[src/rtl/apb_req_master_if.sv]
// Request/response and APB bus bundle for apb_req_master.
// master = the bridge's view, slave = requester + APB target view.
interface apb_req_master_if;
  logic        req_valid;
  logic        req_ready;
  logic [31:0] req_addr;
  logic        req_write;
  logic [31:0] req_wdata;
  logic [3:0]  req_wstrb;
  logic [2:0]  req_prot;

  logic        rsp_valid;
  logic        rsp_ready;
  logic [31:0] rsp_rdata;
  logic        rsp_err;

  logic [31:0] out_paddr;
  logic        out_psel;
  logic        out_penable;
  logic [2:0]  out_pprot;
  logic        out_pwrite;
  logic [31:0] out_pwdata;
  logic [3:0]  out_pstrb;
  logic        out_pready;
  logic [31:0] out_prdata;
  logic        out_pslverr;

  modport master (
    input  req_valid, req_addr, req_write,
    input  req_wdata, req_wstrb, req_prot,
    input  rsp_ready,
    input  out_pready, out_prdata, out_pslverr,
    output req_ready,
    output rsp_valid, rsp_rdata, rsp_err,
    output out_paddr, out_psel, out_penable,
    output out_pprot, out_pwrite,
    output out_pwdata, out_pstrb
  );

  modport slave (
    output req_valid, req_addr, req_write,
    output req_wdata, req_wstrb, req_prot,
    output rsp_ready,
    output out_pready, out_prdata, out_pslverr,
    input  req_ready,
    input  rsp_valid, rsp_rdata, rsp_err,
    input  out_paddr, out_psel, out_penable,
    input  out_pprot, out_pwrite,
    input  out_pwdata, out_pstrb
  );
endinterface

[src/rtl/apb_req_master.sv]
// Single-outstanding request/response to APB master bridge.
// Optional ACCESS-phase timeout abort enabled by APB_TIMEOUT_EN.
module apb_req_master #(
  parameter int unsigned TIMEOUT_CYCLES = 255
) (
  input  logic              clock,
  input  logic              reset,
  apb_req_master_if.master  bus
);

  typedef enum logic [1:0] {
    IDLE   = 2'd0,
    SETUP  = 2'd1,
    ACCESS = 2'd2,
    RESP   = 2'd3
  } state_e;

  state_e      state_q, state_d;
  logic [31:0] paddr_q, paddr_d;
  logic        pwrite_q, pwrite_d;
  logic [31:0] pwdata_q, pwdata_d;
  logic [3:0]  pstrb_q, pstrb_d;
  logic [2:0]  pprot_q, pprot_d;
  logic [31:0] rdata_q, rdata_d;
  logic        err_q, err_d;
  logic        tmo_hit;

`ifdef APB_TIMEOUT_EN
  localparam int CW = (TIMEOUT_CYCLES > 255) ?
                      $clog2(TIMEOUT_CYCLES + 1) : 8;
  localparam logic [CW-1:0] LIMIT =
                      CW'(TIMEOUT_CYCLES - 1);

  logic [CW-1:0] cnt_q, cnt_d;

  // cnt_q counts ACCESS cycles already spent without pready
  always_comb begin
    cnt_d = cnt_q;
    unique case (1'b1)
      state_q == SETUP:
        cnt_d = '0;
      state_q == ACCESS && !bus.out_pready:
        cnt_d = cnt_q + 1'b1;
      default:
        cnt_d = cnt_q;
    endcase
  end

  always_ff @(posedge clock) begin
    if (reset) cnt_q <= '0;
    else       cnt_q <= cnt_d;
  end

  assign tmo_hit = (cnt_q == LIMIT);
`else
  logic unused_tmo;
  assign unused_tmo = |TIMEOUT_CYCLES;
  assign tmo_hit    = 1'b0;
`endif

  always_comb begin
    state_d  = state_q;
    paddr_d  = paddr_q;
    pwrite_d = pwrite_q;
    pwdata_d = pwdata_q;
    pstrb_d  = pstrb_q;
    pprot_d  = pprot_q;
    rdata_d  = rdata_q;
    err_d    = err_q;
    unique case (state_q)
      IDLE: begin
        if (bus.req_valid) begin
          paddr_d  = bus.req_addr;
          pwrite_d = bus.req_write;
          pwdata_d = bus.req_write ?
                     bus.req_wdata : 32'h0;
          pstrb_d  = bus.req_write ?
                     bus.req_wstrb : 4'h0;
          pprot_d  = bus.req_prot;
          state_d  = SETUP;
        end
      end
      SETUP: begin
        state_d = ACCESS;
      end
      ACCESS: begin
        // pready wins over a timeout in the same cycle
        if (bus.out_pready) begin
          rdata_d = pwrite_q ?
                    32'h0 : bus.out_prdata;
          err_d   = bus.out_pslverr;
          state_d = RESP;
        end else if (tmo_hit) begin
          rdata_d = 32'h0;
          err_d   = 1'b1;
          state_d = RESP;
        end
      end
      RESP: begin
        if (bus.rsp_ready) state_d = IDLE;
      end
      default: begin
        state_d = IDLE;
      end
    endcase
  end

  always_ff @(posedge clock) begin
    if (reset) begin
      state_q  <= IDLE;
      paddr_q  <= 32'h0;
      pwrite_q <= 1'b0;
      pwdata_q <= 32'h0;
      pstrb_q  <= 4'h0;
      pprot_q  <= 3'h0;
      rdata_q  <= 32'h0;
      err_q    <= 1'b0;
    end else begin
      state_q  <= state_d;
      paddr_q  <= paddr_d;
      pwrite_q <= pwrite_d;
      pwdata_q <= pwdata_d;
      pstrb_q  <= pstrb_d;
      pprot_q  <= pprot_d;
      rdata_q  <= rdata_d;
      err_q    <= err_d;
    end
  end

  assign bus.req_ready   = (state_q == IDLE);
  assign bus.rsp_valid   = (state_q == RESP);
  assign bus.rsp_rdata   = rdata_q;
  assign bus.rsp_err     = err_q;
  assign bus.out_psel    = (state_q == SETUP) ||
                           (state_q == ACCESS);
  assign bus.out_penable = (state_q == ACCESS);
  assign bus.out_paddr   = paddr_q;
  assign bus.out_pwrite  = pwrite_q;
  assign bus.out_pwdata  = pwdata_q;
  assign bus.out_pstrb   = pstrb_q;
  assign bus.out_pprot   = pprot_q;

endmodule

[src/flat_wrapper.sv]
// flat-port wrapper written by rule: the top's interface ports become plain ports
module apb_req_master_flat 
#(
  parameter int unsigned TIMEOUT_CYCLES = 255
)
  (clock, reset, bus_req_valid, bus_req_addr, bus_req_write, bus_req_wdata, bus_req_wstrb, bus_req_prot, bus_rsp_ready, bus_out_pready, bus_out_prdata, bus_out_pslverr, bus_req_ready, bus_rsp_valid, bus_rsp_rdata, bus_rsp_err, bus_out_paddr, bus_out_psel, bus_out_penable, bus_out_pprot, bus_out_pwrite, bus_out_pwdata, bus_out_pstrb);
  apb_req_master_if bus_i ();
  input  logic clock;
  input  logic reset;
  input wire logic [$bits(bus_i.req_valid)-1:0] bus_req_valid;
  input wire logic [$bits(bus_i.req_addr)-1:0] bus_req_addr;
  input wire logic [$bits(bus_i.req_write)-1:0] bus_req_write;
  input wire logic [$bits(bus_i.req_wdata)-1:0] bus_req_wdata;
  input wire logic [$bits(bus_i.req_wstrb)-1:0] bus_req_wstrb;
  input wire logic [$bits(bus_i.req_prot)-1:0] bus_req_prot;
  input wire logic [$bits(bus_i.rsp_ready)-1:0] bus_rsp_ready;
  input wire logic [$bits(bus_i.out_pready)-1:0] bus_out_pready;
  input wire logic [$bits(bus_i.out_prdata)-1:0] bus_out_prdata;
  input wire logic [$bits(bus_i.out_pslverr)-1:0] bus_out_pslverr;
  output wire logic [$bits(bus_i.req_ready)-1:0] bus_req_ready;
  output wire logic [$bits(bus_i.rsp_valid)-1:0] bus_rsp_valid;
  output wire logic [$bits(bus_i.rsp_rdata)-1:0] bus_rsp_rdata;
  output wire logic [$bits(bus_i.rsp_err)-1:0] bus_rsp_err;
  output wire logic [$bits(bus_i.out_paddr)-1:0] bus_out_paddr;
  output wire logic [$bits(bus_i.out_psel)-1:0] bus_out_psel;
  output wire logic [$bits(bus_i.out_penable)-1:0] bus_out_penable;
  output wire logic [$bits(bus_i.out_pprot)-1:0] bus_out_pprot;
  output wire logic [$bits(bus_i.out_pwrite)-1:0] bus_out_pwrite;
  output wire logic [$bits(bus_i.out_pwdata)-1:0] bus_out_pwdata;
  output wire logic [$bits(bus_i.out_pstrb)-1:0] bus_out_pstrb;
  assign bus_i.req_valid = bus_req_valid;
  assign bus_i.req_addr = bus_req_addr;
  assign bus_i.req_write = bus_req_write;
  assign bus_i.req_wdata = bus_req_wdata;
  assign bus_i.req_wstrb = bus_req_wstrb;
  assign bus_i.req_prot = bus_req_prot;
  assign bus_i.rsp_ready = bus_rsp_ready;
  assign bus_i.out_pready = bus_out_pready;
  assign bus_i.out_prdata = bus_out_prdata;
  assign bus_i.out_pslverr = bus_out_pslverr;
  assign bus_req_ready = bus_i.req_ready;
  assign bus_rsp_valid = bus_i.rsp_valid;
  assign bus_rsp_rdata = bus_i.rsp_rdata;
  assign bus_rsp_err = bus_i.rsp_err;
  assign bus_out_paddr = bus_i.out_paddr;
  assign bus_out_psel = bus_i.out_psel;
  assign bus_out_penable = bus_i.out_penable;
  assign bus_out_pprot = bus_i.out_pprot;
  assign bus_out_pwrite = bus_i.out_pwrite;
  assign bus_out_pwdata = bus_i.out_pwdata;
  assign bus_out_pstrb = bus_i.out_pstrb;
  apb_req_master #(.TIMEOUT_CYCLES(TIMEOUT_CYCLES)) u_core (.clock(clock), .reset(reset), .bus(bus_i));
endmodule
[config.mk]
export PLATFORM = sky130hd
export DESIGN_NAME = apb_req_master_flat
export DESIGN_NICKNAME = d
export VERILOG_FILES = /design/src/rtl/apb_req_master_if.sv /design/src/rtl/apb_req_master.sv /design/src/flat_wrapper.sv
export SDC_FILE = /design/constraint.sdc
export NUM_CORES = 1
export LEC_CHECK = 0
export ABC_AREA = 1
export BUFFER_PORTS_ARGS = -buffer_cell sky130_fd_sc_hd__buf_2
export CELL_PAD_IN_SITES_DETAIL_PLACEMENT = 1
export CELL_PAD_IN_SITES_GLOBAL_PLACEMENT = 2
export CORE_MARGIN = 4
export CORE_UTILIZATION = 23
export CTS_BUF_LIST = sky130_fd_sc_hd__clkbuf_16
export CTS_CLUSTER_DIAMETER = 120
export DETAILED_ROUTE_END_ITERATION = 8
export PLACE_DENSITY = 0.9
export SLEW_MARGIN = 20
export SYNTH_ARGS = -nofsm -noshare
export SYNTH_HDL_FRONTEND = slang
export SYNTH_SLANG_ARGS = --single-unit
[constraint.sdc]
create_clock -name clock -period 1.6 [get_ports clock]
set_input_delay 0.08 -clock clock [delete_from_list [all_inputs] [get_ports clock]]
set_output_delay 0.08 -clock clock [all_outputs]
set_load 0.05 [all_outputs]
Word-level counts from Yosys, hierarchy flattened --
Index checks and enable logic that the tools add are counted.
Storage, ports and cells: bits in writable memories 0, latch bits 0, memories 0, bits in read-only memories 0, register bits after elaboration 107
Operators by class: divide/modulo/power cells 0, reductions and logical operators 5, shift operators 0, add/sub/neg operators 0, multipliers 0, equality and inequality tests 6, bitwise operators 0, $lt $le $gt $ge 0, mux-type cells 7
Operators by type and width (number):
- $mux W32 | 2
- $pmux W2 S4 | 1
- $mux W2 | 3
- $ne A2 B2 Y1 const B | 3
- $eq A2 B2 Y1 const B | 2
- $mux W4 | 1
- $reduce_and A2 Y1 | 2
- $reduce_and A3 Y1 | 1
- $eq A2 B1 Y1 const B | 1
- $logic_not A2 Y1 | 1
- $logic_or A1 B1 Y1 | 1

Logic depth before layout (Yosys ltp) --
Gate-level depths: netlist of the first run.
depth after elaboration 3, gate-level depth with buffers 7

Least setup slack after synthesis of the first run --
Ideal clock, no wire load.
path kind register -> register, from register u_core.state_q[0], to register u_core.pwdata_q[25], in the netlist u_core.bus.out_pwdata[25], setup slack -0.124 ns, library setup time 0.070 ns, cell stages (with the launch flop) 8, arrival 1.654 ns, path buffers 1, clock period less this slack 1.724 ns, required time 1.530 ns, cells stage by stage dfxtp_1 -> inv_1 -> ha_1 -> nand2_2 -> nor2_8 -> buf_6 -> nand2_1 -> a21oi_1
On the way: longest elaborated chain between the ends 2
Ends and longest elaborated chain:
- start, declared | RTL line apb_req_master.sv:18 | state_e state_q, state_d;
- start signal, assigned | RTL line apb_req_master.sv:119 | state_q <= state_d;
- $logic_not A2 Y1
- net bus_req_ready | RTL line flat_wrapper.sv:20 | output wire logic [$bits(bus_i.req_ready)-1:0] bus_req_ready;
- $reduce_and A2 Y1 (no source line)
- end signal, assigned | RTL line apb_req_master.sv:122 | pwdata_q <= pwdata_d;
- end, declared | RTL line apb_req_master.sv:21 | logic [31:0] pwdata_q, pwdata_d;
The timed path passes the listed nets, and every way through them passes these cells. A chain may end at the register's enable or synchronous reset.

Worst setup path in the final report of the first run --
from register u_core.state_q[1], to output bus_out_psel
On the way: longest elaborated chain between the ends 2, elaborated cells between the ends (all ways) 3, those cells by class eq/ne: 2; reduce/logical: 1
Ends and longest elaborated chain:
- $eq A2 B1 Y1 / $eq A2 B2 Y1 (equally long branches) | RTL line apb_req_master.sv:134, apb_req_master.sv:135
- $logic_or A1 B1 Y1 (*) | RTL line apb_req_master.sv:134 | assign bus.out_psel = (state_q == SETUP) ||
- end, declared | RTL line flat_wrapper.sv:25 | output wire logic [$bits(bus_i.out_psel)-1:0] bus_out_psel;
Mark *: on every way between the ends. The rest lies on a longest branch, timed or not.

==> flow_metrics.env, run 1 <==
export IMPL_first_pass_iters=4
export IMPL_grt_ovfl_total=0
export IMPL_antenna_found_initial=1
export IMPL_cts_buffers=9
export IMPL_finalSetupTns_ns=0
export IMPL_yosysWarnings=0
export IMPL_rows=47
export IMPL_vias=4296
export IMPL_drive_gt1_frac=0.3169
export IMPL_r2r_start="u_core.state_q[0]"
export IMPL_grt_pass1_wl_um=22880
export IMPL_cp_required_ns=1.52
export IMPL_crit_arrival_ns=1.41
export IMPL_hold_viol=0
export IMPL_p_int_mw=5.661
export IMPL_hpwl_um=9625
export IMPL_ys_seq_area_frac=0.5557
export IMPL_timing_final_crit_share=0.9292
export IMPL_worstPathMaxFanout=3
export IMPL_switching_power_mw=4.332
export IMPL_syn_num_nets=599
export IMPL_syn_avg_cell_area_um2=7.948
export IMPL_min_from="bus_req_addr[24]"
export IMPL_swShare=0.4335
export IMPL_start_kind="register"
export IMPL_max_freq_mhz=672.6
export IMPL_cts_root_buf="clkbuf_16"
export IMPL_drt_initial_drc_count=125
export IMPL_io_buffers=218
export IMPL_worst_pin_slew_ns=0.7723
export IMPL_crit_type="reg -> out"
export IMPL_maxCapViolCount=0
export IMPL_avgRoutedWirePerCell_um=14.84
export IMPL_ys_ff_latch=107
export IMPL_rsz0062_at_grt="false"
export IMPL_setup_violations=0
export IMPL_power_mw=9.993
export IMPL_syn2layout_area_growth_pct=67.12
export IMPL_num_io_pins=219
export IMPL_status="completed"
export IMPL_h_tree_depth=3
export IMPL_p_leak_nw=2.971
export IMPL_layout_nets=899
export IMPL_finalClockSkew_ns=0.004922
export IMPL_postSynthCellCount=485
export IMPL_worstSetupEndpointType="primary output"
export IMPL_clock_latency_ns=0.34
export IMPL_p_clk_frac=0.234
export IMPL_combinationalPowerShare=0.432
export IMPL_cp_slowest_cell="dfxtp_1"
export IMPL_num_fill_cells=2015
export IMPL_max_stage_delay_ns=0.37
export IMPL_die_w_um=137.5
export IMPL_ant_nets=0
export IMPL_num_antenna_cells=0
export IMPL_period_needed_ns=1.487
export IMPL_fp_dieH_um=137.5
export IMPL_grt_pass1_vias=4512
export IMPL_die_area_mm2=0.01890
export IMPL_core_region_area_mm2=0.01652
export IMPL_hp_class="in -> reg"
export IMPL_pwr_share_seq=0.335
export IMPL_cts_tree="built"
export IMPL_path_cells="inv_1 > ha_2 > buf_2"
export IMPL_cts_sinks=107
export IMPL_slew_viol_final=0
export IMPL_relSlewSlack=0.4851
export IMPL_drc=0
export IMPL_clockBufferDepth=2
export IMPL_grt_max_degree=69
export IMPL_vdd_ir_drop_max_v=0.0006503
export IMPL_syn_area_mm2=0.003855
export IMPL_cellPowerDensity_mw_per_mm2=1551
export IMPL_post_synth_num_cell_types=18
export IMPL_via_per_inst=4.258
export IMPL_place_congestion=0.6945
export IMPL_post_cts_buffers=0
export IMPL_start_util=0.2333
export IMPL_cp_startpoint="u_core.state_q[1]"
export IMPL_grtUsageTotal=0.1538
export IMPL_wl_um=14970
export IMPL_cts_clk_slew_worst_paths_ns=0.07
## layout make-up
type / count / area [um2] / share of cell area
Clock inverter: 6 / 80.08 / 0.01243
Timing Repair Buffer: 323 / 2187 / 0.3395
Inverter: 10 / 37.54 / 0.005826
Sequential cell: 107 / 2142 / 0.3325
Multi-Input combinational cell: 334 / 1495 / 0.2321
Clock buffer: 9 / 225.2 / 0.03496
Tap cell: 220 / 275.3 / 0.04273
## path summary, 6_finish.rpt
path                                             endpoint  slack, ns  cells past startpoint
worst max-delay path                         bus_out_psel       0.11                      3
worst min-delay path             u_core.bus.out_paddr[24]       0.01                      3
worst max register to register  u_core.bus.out_pwdata[23]       0.18                      7
worst min register to register  u_core.bus.out_pwdata[13]       0.46                      2
## cell families (layout without fill, tap and decap cells)
kind of cell             count (synthesis)  after routing  synth area share
flip-flops                             107            107            0.5557
adder cells (fa/ha/maj)                  4              4           0.01298
AO/OA/AOI/OAI                          105            105            0.1370
AND/OR/NAND/NOR                        225            225            0.2353
buffers and inverters                   44            348           0.05907
## power by group through the flow
stage	Sequential [mW]	Clock [mW]	Combinational [mW]
after floorplan	4.86	0	1.56
after global placement	3.38	0	4.10
after detailed placement	3.40	0	4.12
after CTS	3.34	2.43	4.31
after global routing	3.40	2.54	4.64
final	3.35	2.33	4.31
## registers in the layout, summed over array words and instances, names as in the netlist
name	flops
u_core.state_q	2
u_core.bus.out_pwrite	1
u_core.bus.out_paddr	32
u_core.bus.out_pstrb	4
u_core.bus.rsp_rdata	32
u_core.bus.out_pwdata	32
u_core.bus.out_pprot	3
u_core.bus.rsp_err	1
## layout by cell type, fill, tap and decap left out
cell | Yosys | routed
o21a_1 | 1 | 1
a21oi_1 | 68 | 68
nor2_8 | 1 | 1
or2_2 | 1 | 1
buf_4 | 6 | 6
nand2_1 | 112 | 112
inv_1 | 7 | 7
buf_2 | 14 | 218
clkinv_1 | 0 | 3
inv_6 | 0 | 1
ha_2 | 0 | 2
nand2_4 | 0 | 1
ha_1 | 4 | 2
clkbuf_16 | 0 | 9
inv_2 | 3 | 3
nor2_1 | 77 | 77
buf_12 | 0 | 6
dlygate4sd3_1 | 0 | 93
bufinv_16 | 0 | 2
dfxtp_1 | 107 | 107
nand3_1 | 33 | 33
o21ai_0 | 36 | 36
## synth_stat cells, drive strengths merged
cell      n  area, um2
clkbuf    9      33.78
nand3    33      165.2
o21ai    36      180.2
ha        4      50.05
a21oi    68      340.3
inv      10      37.54
nor2     78      309.0
dfxtp   107       2142
or2       1      6.260
buf      25      156.4
nand2   113      426.7
o21a      1      7.510
## critical path: cells and delay by family (launching register included)
kind	cells	cell delay, ns
fa+ha+maj	1	0.34
flops	1	0.37
buf+inv	2	0.36
## through the flow
stage | instances | worst slack (ns) | hold slack (ns) | util | cell area [um2]
3_5_place_dp | 901 | 0.1530 | 0.3369 | 0.3148 | 5201
6_report | 1009 | 0.1133 | 0.01268 | 0.3899 | 6442
4_1_cts | 1009 | 0.08196 | 0.0009470 | 0.3896 | 6437
5_1_grt | 1009 | 0.04940 | 0.003839 | 0.3899 | 6442
2_1_floorplan | 485 | 0.08401 | 0.2227 | - | 3860
3_3_place_gp | 901 | 0.2151 | 0.3269 | 0.3148 | 5201
## routing by layer
metal,vias to the layer above,part of all wire,global-route usage
met5,-,0.00087,0
met4,2,0.017,0.04545
met3,20,0.094,0.06209
met2,153,0.49,0.2763
met1,1960,0.39,0.1652
li1,2161,-,-
## what timing repair did
item	4_1_cts	5_1_grt
setup endpoints to repair	0	3
endpoints found under the hold margin	93	0
gates resized for setup	0	1
hold buffers	93	0
Note: power is estimated with default switching activity, not from simulation.
==> inputs of run 2 (changes only) <==
--- a/config.mk
+++ b/config.mk
@@ -15,7 +15,8 @@
 export CTS_CLUSTER_DIAMETER = 120
 export DETAILED_ROUTE_END_ITERATION = 8
 export PLACE_DENSITY = 0.9
-export SLEW_MARGIN = 20
+export SETUP_SLACK_MARGIN = 0.15
+export SLEW_MARGIN = 10
 export SYNTH_ARGS = -nofsm -noshare
 export SYNTH_HDL_FRONTEND = slang
 export SYNTH_SLANG_ARGS = --single-unit
==> run 2 against run 1 <==
  * Highest routed layer unchanged
  * Largest power group unchanged
  * Count of clock-buffer cells in the layout unchanged
  * Global-route usage unchanged
  * Worst hold slack got worse by 0.0041 ns
==> flow_metrics.env, run 2 (synthesized netlist as in run 1, its figures left out) <==
export IMPL_crit_arrival_ns=1.64
export IMPL_clock_latency_ns=0.34
export IMPL_combinationalPowerShare=0.442
export IMPL_start_util=0.2333
export IMPL_io_buffers=218
export IMPL_relSlewSlack=0.4788
export IMPL_hold_path_cell_count=3
export IMPL_hp_class="in -> reg"
export IMPL_hold_viol=0
export IMPL_worstSetupEndpointType="register"
export IMPL_fp_dieH_um=137.5
export IMPL_cts_tree="built"
export IMPL_post_route_util=0.3971
export IMPL_drive_gt1_frac=0.3291
export IMPL_cts_buffers=9
export IMPL_cts_sinks=107
export IMPL_rows=47
export IMPL_finalClockSkew_ns=0.004679
export IMPL_switching_power_mw=4.426
export IMPL_final_cell_mix="217 x buf_2, 112 x nand2_1, 105 x dfxtp_1"
export IMPL_start_kind="register"
export IMPL_cts_clk_slew_worst_paths_ns=0.07
export IMPL_drc=0
export IMPL_finalSetupTns_ns=0
export IMPL_r2r_cells=7
export IMPL_p_leak_nw=3.007
export IMPL_cts_root_buf="clkbuf_16"
export IMPL_ant_nets=0
export IMPL_grt_max_degree=69
export IMPL_first_pass_iters=4
export IMPL_p_int_mw=5.804
export IMPL_pwr_share_seq=0.330
export IMPL_cellPowerDensity_mw_per_mm2=1559
export IMPL_hpwl_um=9625
export IMPL_syn2layout_area_growth_pct=70.20
export IMPL_place_congestion=0.6945
export IMPL_layout_commonest_cell="buf_2"
export IMPL_grt_pass1_wl_um=22880
export IMPL_period_needed_ns=1.379
export IMPL_rsz0062_at_grt="false"
export IMPL_p_clk_frac=0.228
export IMPL_die_w_um=137.5
export IMPL_wl_um=15440
export IMPL_clockBufferDepth=2
export IMPL_avgRoutedWirePerCell_um=15.24
export IMPL_place_area_mm2=0.005201
export IMPL_multi_input_area_mm2=0.001535
export IMPL_num_io_pins=219
export IMPL_grt_ovfl_total=0
export IMPL_max_freq_mhz=725.2
export IMPL_die_area_mm2=0.01890
export IMPL_antenna_found_initial=1
export IMPL_slew_viol_final=0
export IMPL_swShare=0.4326
export IMPL_worstPathMaxFanout=8
export IMPL_final_cell_count_no_fill=1013
export IMPL_dp_cells=901
export IMPL_num_fill_cells=2000
export IMPL_setup_violations=0
export IMPL_vdd_ir_drop_max_v=0.0006304
export IMPL_h_tree_depth=3
export IMPL_maxCapViolCount=0
export IMPL_vias=4361
export IMPL_power_mw=10.23
export IMPL_num_antenna_cells=0
export IMPL_grt_pass1_vias=4512
export IMPL_drt_initial_drc_count=121
export IMPL_layout_nets=903
export IMPL_timing_final_crit_share=0.8619
export IMPL_regArea_mm2=0.002145
export IMPL_final_area_mm2=0.006561
export IMPL_worst_pin_slew_ns=0.7818
export IMPL_grtUsageTotal=0.1538
export IMPL_status="completed"
export IMPL_cp_required_ns=1.86
export IMPL_core_region_area_mm2=0.01652
export IMPL_via_per_inst=4.305
export IMPL_crit_type="reg -> reg"
==> run 2: power groups by stage <==
stage,Sequential [mW],Clock (mW),Combinational (mW)
global placement,3.38,0,4.10
detailed placement,3.40,0,4.12
floorplan,4.86,0,1.56
finish,3.37,2.34,4.52
CTS,3.34,2.43,4.34
global route,3.42,2.54,4.86
==> run 2: worst max-delay path: stages, from the launching register on <==
cell and delay [ns]:
dfxtp_2 0.36, inv_4 0.08, ha_4 0.17, nand2_8 0.08, nor2_8 0.22, buf_4 0.18
nand2_1 0.05, a21oi_1 0.15
==> run 2: timing repair <==
item | 4_1_cts | 5_1_grt
pin swaps | 0 | 3
gates resized for setup | 2 | 12
gates cloned | 0 | 3
buffers inserted | 0 | 1
hold buffers | 93 | 0
hold endpoints to repair | 93 | 0
endpoints found under the setup margin | 18 | 72
==> run 2: final timing paths <==
kind                                   from                        end  slack, ns
setup / recovery          u_core.state_q[1]   u_core.bus.out_pwdata[6]       0.22
hold / removal             bus_req_addr[24]   u_core.bus.out_paddr[24]      0.009
setup reg to reg          u_core.state_q[1]   u_core.bus.out_pwdata[6]       0.22
hold reg to reg   u_core.bus.out_pwdata[13]  u_core.bus.out_pwdata[13]       0.46
==> run 2: area by class of cell <==
cell class | instances | share of cell area
clock buffers | 9 | 0.03432
clock inverters | 6 | 0.01220
inverters | 10 | 0.006484
multi-input cells | 334 | 0.2340
flip-flops and latches | 107 | 0.3269
well taps | 220 | 0.04195
repair buffers | 327 | 0.3442
==> run 2: stage by stage <==
stage          hold WS, ns  setup slack, ns
3_5_place_dp        0.3369           0.1530
5_1_grt           0.003839           0.1421
6_report          0.008541           0.2210
3_3_place_gp        0.3269           0.2151
2_1_floorplan       0.2227          0.08401
4_1_cts          0.0009470           0.1492
==> run 2: metal layers <==
| metal | wire [um] | global-route usage | vias up |
|---|---|---|---|
| met1 | 6109 | 0.1652 | 2016 |
| li1 | - | - | 2171 |
| met2 | 7727 | 0.2763 | 152 |
| met4 | 255 | 0.04545 | 2 |
| met3 | 1334 | 0.06209 | 20 |
| met5 | 13 | 0 | - |
==> inputs of run 3 (changes only) <==
--- a/config.mk
+++ b/config.mk
@@ -9,6 +9,7 @@
 export BUFFER_PORTS_ARGS = -buffer_cell sky130_fd_sc_hd__buf_2
 export CELL_PAD_IN_SITES_DETAIL_PLACEMENT = 1
 export CELL_PAD_IN_SITES_GLOBAL_PLACEMENT = 2
+export CORE_ASPECT_RATIO = 0.5
 export CORE_MARGIN = 4
 export CORE_UTILIZATION = 23
 export CTS_BUF_LIST = sky130_fd_sc_hd__clkbuf_16
==> run 3 against run 2 <==
  * First-iteration DRC count rose by 40%
  * Non-clock buffer count up 3
  * Final area is 1.4% higher
  * Global-route usage grew 0.78 points
  * Clock skew rose by 0.0047 ns
  * Die area up 0.67%
  * Critical endpoint is now u_core.bus.out_pwdata[17]
  * Largest power group unchanged
==> flow_metrics.env, run 3 (synthesized netlist as in run 1, its figures left out) <==
export IMPL_cts_root_buf="clkbuf_16"
export IMPL_core_region_area_mm2=0.01639
export IMPL_worstSetupEndpointType="register"
export IMPL_vias=4495
export IMPL_setup_slack_ns=0.1982
export IMPL_hp_class="in -> reg"
export IMPL_first_pass_iters=4
export IMPL_cts_tree="built"
export IMPL_clockBufferDepth=2
export IMPL_start_kind="register"
export IMPL_num_io_pins=219
export IMPL_status="completed"
export IMPL_cts_buffers=9
export IMPL_period_needed_ns=1.402
export IMPL_vdd_ir_drop_max_v=0.0006515
export IMPL_grt_pass1_wl_um=24560
export IMPL_grt_pass1_vias=4756
export IMPL_ant_nets=0
export IMPL_hpwl_um=9980
export IMPL_path_buf_inv=2
export IMPL_cts_clk_slew_worst_paths_ns=0.08
export IMPL_num_antenna_cells=0
export IMPL_layout_commonest_cell="buf_2"
export IMPL_cellPowerDensity_mw_per_mm2=1578
export IMPL_crit_arrival_ns=1.68
export IMPL_clock_latency_ns=0.35
export IMPL_die_area_mm2=0.01902
export IMPL_post_place_ws_ns=0.1126
export IMPL_wl_um=16730
export IMPL_timing_final_crit_share=0.8761
export IMPL_syn2layout_area_growth_pct=72.57
export IMPL_layout_nets=906
export IMPL_max_stage_delay_ns=0.34
export IMPL_max_freq_mhz=713.4
export IMPL_relSlewSlack=0.6761
export IMPL_antenna_found_initial=0
export IMPL_worstPathMaxFanout=9
export IMPL_drc=0
export IMPL_slew_viol_final=0
export IMPL_cts_sinks=107
export IMPL_start_util=0.2352
export IMPL_rows=33
export IMPL_die_w_um=191.1
export IMPL_avgRoutedWirePerCell_um=16.34
export IMPL_rsz0062_at_grt="true"
export IMPL_place_congestion=0.7264
export IMPL_fp_dieH_um=99.55
export IMPL_drt_initial_drc_count=170
export IMPL_timing_critical_path_max_delay_family="simple AND/OR/NAND/NOR gates"
export IMPL_grt_ovfl_total=0
export IMPL_cp_required_ns=1.87
export IMPL_drive_gt1_frac=0.3363
export IMPL_io_buffers=218
export IMPL_worst_pin_slew_ns=0.4853
export IMPL_finalSetupTns_ns=0
export IMPL_hold_viol=0
export IMPL_h_tree_depth=3
export IMPL_finalClockSkew_ns=0.009363
export IMPL_path_cells="inv_2 > ha_4 > nand2_8 > nor2_8 > clkbuf_16 > nand2_1 > a21oi_1"
export IMPL_grtUsageTotal=0.1616
export IMPL_crit_type="reg -> reg"
export IMPL_maxCapViolCount=0
export IMPL_p_leak_nw=3.046
export IMPL_cp_slowest_cell="dfxtp_1"
export IMPL_setup_violations=0
export IMPL_grt_max_degree=46
export IMPL_final_cell_mix="217 x buf_2, 111 x nand2_1, 106 x dfxtp_1"
export IMPL_via_per_inst=4.390
run 3: power breakdown:
group | total, mW | switching [mW] | internal, mW
Sequential | 3.36 | 0.241 | 3.12
Clock | 2.44 | 1.06 | 1.39
Combinational | 4.69 | 3.28 | 1.41
run 3: area by class of cell:
type                            instances  area, um2
Inverter                               10      41.29
Fill cell                            1995       9739
Multi-Input combinational cell        334       1531
Timing Repair Buffer                  330       2331
Tap cell                              227      284.0
Clock inverter                          7      96.34
Clock buffer                            9      225.2
Sequential cell                       107       2143
run 3: metal layers:
layer | share of wire | global-route usage | vias up
li1 | - | - | 2174
met1 | 0.39 | 0.1653 | 2162
met2 | 0.54 | 0.3174 | 112
met3 | 0.032 | 0.03541 | 47
met4 | 0.038 | 0.07060 | 0
met5 | 0 | 0 | -
run 3: through the flow:
| stage | utilization | std cells | hold WS, ns | power, mW | area, um2 |
|---|---|---|---|---|---|
| global placement | 0.3162 | 906 | 0.3292 | 7.420 | 5182 |
| global route | 0.4058 | 1024 | 0.009686 | 11.07 | 6653 |
| floorplan | - | 485 | 0.2227 | 6.424 | 3860 |
| CTS | 0.3942 | 1016 | 0.0007941 | 10.24 | 6462 |
| detailed placement | 0.3162 | 906 | 0.3379 | 7.515 | 5182 |
| finish | 0.4058 | 1024 | 0.009726 | 10.50 | 6653 |
run 3: worst paths after layout:
| path | cells past startpoint | to | slack (ns) | start |
|---|---|---|---|---|
| setup / recovery | 7 | u_core.bus.out_pwdata[17] | 0.20 | u_core.state_q[0] |
| hold / removal | 3 | u_core.bus.out_paddr[2] | 0.01 | bus_req_addr[2] |
| setup reg to reg | 7 | u_core.bus.out_pwdata[17] | 0.20 | u_core.state_q[0] |
| hold reg to reg | 2 | u_core.bus.out_pwdata[14] | 0.46 | u_core.bus.out_pwdata[14] |
run 3: tightest hold or removal path: stages:
cell and delay, ns:
buf_2 0.08, o21ai_0 0.07, nor2_1 0.08
run 3: repair_timing:
item,CTS,global route
gates resized for setup,5,11
hold endpoints to repair,93,0
endpoints found under the setup margin,33,95
hold buffers,94,0
buffers inserted,0,2
pin swaps,0,2
gates cloned,0,6
